--- src/rtl/showcase_table_writer.sv ---
// Burst writer for a small synchronous lookup table: accepts a valid/ready word stream
// and writes it from a base address with wrap-around; exposes a 1-cycle registered read port.
module showcase_table_writer #(
  parameter int DATA_WIDTH = 8,
  parameter int ADDR_WIDTH = 2
) (
  input  logic                  clk,
  input  logic                  rst,
  input  logic                  start,
  input  logic [ADDR_WIDTH-1:0] base,
  input  logic [ADDR_WIDTH:0]   len,
  input  logic [DATA_WIDTH-1:0] din,
  input  logic                  din_vld,
  output logic                  din_rd,
  output logic                  busy,
  output logic                  done,
  output logic [ADDR_WIDTH:0]   wr_cnt,
  output logic                  err,
  input  logic [ADDR_WIDTH-1:0] rd_addr,
  output logic [DATA_WIDTH-1:0] rd_data
);

  localparam int DEPTH = 1 << ADDR_WIDTH;
  localparam logic [ADDR_WIDTH-1:0] PTR_ONE = ADDR_WIDTH'(1);
  localparam logic [ADDR_WIDTH:0]   CNT_ONE = (ADDR_WIDTH + 1)'(1);

  typedef enum logic [1:0] {
    IDLE = 2'd0,
    LOAD = 2'd1,
    DONE = 2'd2
  } state_t;

  state_t                state_q;
  logic [ADDR_WIDTH-1:0] ptr_q;
  logic [ADDR_WIDTH-1:0] ptr_d;
  logic [ADDR_WIDTH:0]   rem_q;
  logic [ADDR_WIDTH:0]   rem_d;
  logic [ADDR_WIDTH:0]   wr_cnt_q;
  logic [ADDR_WIDTH:0]   wr_cnt_d;
  logic                  din_rd_q;
  logic                  busy_q;
  logic                  done_q;
  logic                  err_q;
  logic [DATA_WIDTH-1:0] rd_data_q;
  logic                  beat_s;

  // Table contents survive rst; only power-up clears them.
  logic [DATA_WIDTH-1:0] mem_q [DEPTH] = '{default: '0};

  assign beat_s   = din_rd_q & din_vld & ~rst;
  assign ptr_d    = ptr_q + PTR_ONE;
  assign rem_d    = rem_q - CNT_ONE;
  assign wr_cnt_d = wr_cnt_q + CNT_ONE;

  always_ff @(posedge clk) begin
    if (rst) begin
      state_q  <= IDLE;
      ptr_q    <= '0;
      rem_q    <= '0;
      wr_cnt_q <= '0;
      din_rd_q <= 1'b0;
      busy_q   <= 1'b0;
      done_q   <= 1'b0;
      err_q    <= 1'b0;
    end else begin
      case (state_q)
        IDLE: begin
          if (start) begin
            wr_cnt_q <= '0;
            busy_q   <= 1'b1;
            if (len != '0) begin
              state_q  <= LOAD;
              ptr_q    <= base;
              rem_q    <= len;
              din_rd_q <= 1'b1;
            end else begin
              state_q <= DONE;
              done_q  <= 1'b1;
            end
          end
        end
        LOAD: begin
          if (start) begin
            err_q <= 1'b1;
          end
          if (beat_s) begin
            ptr_q    <= ptr_d;
            rem_q    <= rem_d;
            wr_cnt_q <= wr_cnt_d;
            if (rem_q == CNT_ONE) begin
              state_q  <= DONE;
              din_rd_q <= 1'b0;
              done_q   <= 1'b1;
            end
          end
        end
        DONE: begin
          if (start) begin
            err_q <= 1'b1;
          end
          state_q <= IDLE;
          done_q  <= 1'b0;
          busy_q  <= 1'b0;
        end
        default: begin
          state_q  <= IDLE;
          din_rd_q <= 1'b0;
          busy_q   <= 1'b0;
          done_q   <= 1'b0;
        end
      endcase
    end
  end

  always_ff @(posedge clk) begin
    if (beat_s) begin
      mem_q[ptr_q] <= din;
    end
  end

  // Non-blocking read against the same array gives read-before-write on address collisions.
  always_ff @(posedge clk) begin
    if (rst) begin
      rd_data_q <= '0;
    end else begin
      rd_data_q <= mem_q[rd_addr];
    end
  end

  assign din_rd  = din_rd_q;
  assign busy    = busy_q;
  assign done    = done_q;
  assign wr_cnt  = wr_cnt_q;
  assign err     = err_q;
  assign rd_data = rd_data_q;

endmodule
--- config.mk ---
export PLATFORM = sky130hd
export DESIGN_NAME = showcase_table_writer
export DESIGN_NICKNAME = d
export VERILOG_FILES = /design/src/rtl/showcase_table_writer.sv
export SDC_FILE = /design/constraint.sdc
export NUM_CORES = 1
export LEC_CHECK = 0
export BUFFER_PORTS_ARGS = -buffer_cell sky130_fd_sc_hd__clkbuf_2
export CAP_MARGIN = 0
export CORE_UTILIZATION = 52
export CTS_CLUSTER_SIZE = 16
export DETAILED_ROUTE_END_ITERATION = 16
export PLACE_DENSITY_LB_ADDON = 0.1
export RECOVER_POWER = 50
export SYNTH_ARGS = -nofsm -noshare
export SYNTH_HDL_FRONTEND = slang
export SYNTH_SLANG_ARGS = --single-unit
--- constraint.sdc ---
create_clock -name clk -period 4.75 [get_ports clk]
set_clock_uncertainty 0.05 [all_clocks]
set_input_delay 0.2375 -clock clk [delete_from_list [all_inputs] [get_ports clk]]
set_output_delay 0.2375 -clock clk [all_outputs]
set_load 0.03 [all_outputs]
==> out/qor.yml <==
remaining_drc_errors: 0
syn_area_per_cell_um2: 14.3
synthTopCellsByArea: "edfxtp_1 43%, dfxtp_1 20%, mux4_2 8.1%"
tritoncts: "done"
switchingPower_mw: 0.392
finalSetupTns_ns: 0
synth_xor_area_share_pct: 0
synth_edf_count: 32
post-route-util_pct: 61.8
startpoint: "state_q[1]"
dr_total_vias: 1304
synth_top_family_by_area: "simple AND/OR/NAND/NOR gates"
hpwl_mm: 2.64
antenna_found_initial: 0
holdPathEnd: "mem_q[0][5]"
drtIter0Drc: 59
syn_inst: 156
first_pass_iters: 4
synth_compound_area_share_pct: 8.30
syn2layout_area_growth_pct: 12.3
grt-ovfl-total: 0
synthAdderAreaFrac_pct: 5.61
synthArstFlopShare_pct: 0
cp.arrival_ns: 2.28
p_sw_share_pct: 33.0
synth-seq-area-share_pct: 62.8
synth-simple-area-share_pct: 11.0
start_kind: "flip-flop"
clk_latency_ns: 0.31
yosysUniqueCellTypes: 36
grt_pass1_wl_mm: 5.89
yosys.area.top_type: "edfxtp_1"
design_area_um2: 2510
p_leak_nw: 0.922
grt_max_degree: 25
drt_wl_total_mm: 3.82
clock-sinks: 54
combPwrFrac_pct: 28.9
ys_ff_latch: 54
clock-root-buffer: "clkbuf_8"
rsz0062_at_grt: "false"
reg2reg_depth: 6
setup_violations: 0
die_height_um: 67.5
dpl.cell_count: 233
use_met3_pct: 4.22
grt_util_met1_pct: 23.6
syn_area_um2: 2230
p_per_area_nw_per_um2: 474
r2r_start: "state_q[1]"
relSlewSlack_pct: 64.5
clock_path_buffers: 2
criticalPathCategory: "flip-flop to flip-flop"
place_area_um2: 2430
synth_warnings: 0
die_width_um: 67.5
synth_ff_type: "edfxtp_1"
worstMarginPinSlew_ns: 0.533
drtAntennaViolNets: 0
gp_congestion: 0.758
synthesis.nets: 185
track_usage_pct: 18.8
wire_per_inst_um: 15.8
drv_slew: 0
h-tree-depth: 2
start_util_pct: 55.0
hold_viol_final: 0
min-delay-start: "din[5]"
ir_worst_vdd_mv: 0.243
fin_crit_sh_pct: 44.6
crit_path_max_fanout: 15
numCtsBuffers: 5
intPower_mw: 0.797
grt-busiest-layer: "met2"
finalCriticalPeriod_ns: 2.12
fin_cells: 241
synth_mux_area_share_pct: 9.47
min_delay_path_depth: 1
grt_pass1_vias: 1270
cts_resized: 0
maxCapViolCount: 0
outcome: "complete, no violations"
vias_per_cell: 5.41
synth_top_cell_area_share_pct: 43.0
use_met2_pct: 29.7
nets: 219
diodes: 0
crit_path_end_kind: "flip-flop"
cts_hold_buf: 0
io_pins: 34
required_ns: 4.91
layout-drive-gt1-share_pct: 19.4
cts_setup_buffers: 0
fmax_mhz: 472
r2r_slack_ns: 2.63
pwr-share-seq_pct: 48.5
coreArea_um2: 4060
die_area_um2: 4560
hp-class: "input port to flip-flop"
p_clk_share_pct: 22.6
clk_pin_slew_ns: 0.09
rows: 23
portBuffers: 33
worst_r2r_endpoint: "ptr_q[0]"
cell type report:
type | instances | area, µm²
Inverter | 9 | 33.8
Tap cell | 50 | 62.6
Clock inverter | 2 | 16.3
Sequential cell | 54 | 1400
Timing Repair Buffer | 33 | 143
Clock buffer | 6 | 82.6
Fill cell | 324 | 1550
Multi-Input combinational cell | 87 | 768
per-layer routing:
metal / up-vias / share of wire, % / wire length, µm
li1: 645 / - / -
met1: 624 / 46 / 1750
met2: 28 / 49 / 1870
met3: 7 / 2.8 / 107
met4: 0 / 2.3 / 89
met5: - / 0 / 0
synthesized netlist by cell type, types with 2 or more instances:
library cell	instances
nor2b_1	8
nor3_1	3
nand2b_1	3
a221oi_1	2
mux4_2	8
clkbuf_1	3
mux2i_1	2
o21ai_0	2
inv_1	9
a311oi_1	2
dfxtp_1	22
nor2_1	7
nand2_1	4
a21o_1	2
a31oi_1	2
a211oi_1	2
a21oi_1	11
ha_1	10
buf_2	2
nand3_1	2
edfxtp_1	32
and2_1	4
worst max path at each step:
stage                           to  slack (ns)
after CTS                 rem_q[2]        2.64
after floorplan           ptr_q[0]        3.06
after global placement    ptr_q[0]        2.78
final                     ptr_q[0]        2.63
after global routing      ptr_q[0]        2.39
after detailed placement  rem_q[2]        2.67
kinds of logic after synthesis:
kind of cell,after synthesis
adders and majority gates,10
buffers and inverters,15
muxes,11
and+or+nand+nor,39
AOI/OAI and AO/OA,27
DFF,54
critical path, cell delays in order (launching register included):
cell and delay, ns:
dfxtp_1 0.35, inv_1 0.09, ha_1 0.49, mux2i_1 0.23, a211oi_4 0.40, o21ai_1 0.13, a221oi_1 0.29
stage by stage:
stage	hold WS [ns]	setup slack [ns]	power, mW
floorplan	0.259	3.06	0.856
global placement	0.400	2.78	0.921
detailed placement	0.409	2.67	0.931
CTS	0.0827	2.64	1.20
global route	0.134	2.39	1.26
finish	0.130	2.63	1.19
power by group through the flow:
| stage | clock, mW | combinational, mW | sequential (mW) |
|---|---|---|---|
| 2_1_floorplan | 0 | 0.242 | 0.613 |
| 3_3_place_gp | 0 | 0.338 | 0.582 |
| 3_5_place_dp | 0 | 0.344 | 0.587 |
| 4_1_cts | 0.277 | 0.347 | 0.576 |
| 5_1_grt | 0.296 | 0.384 | 0.582 |
| 6_report | 0.269 | 0.344 | 0.576 |
sequential cells by signal, indices dropped and copies added, names as in the netlist, 2 cells and up:
name     flops
rem_q        3
mem_q       32
rd_data      8
wr_cnt       3
state_q      2
ptr_q        2
placed cells by master (no fill, tap or decap), drive strengths merged, types with 2 or more instances in the layout:
master	n
clkbuf	39
edfxtp	32
dfxtp	22
a21oi	11
ha	10
inv	10
mux4	8
nor2b	8
nor2	7
and2	4
nand2	4
nand2b	3
nor3	3
a211oi	3
o21ai	3
mux2i	2
a311oi	2
a21o	2
nand3	2
a221oi	2
a31oi	2
Note: power is estimated with default switching activity, not from simulation.
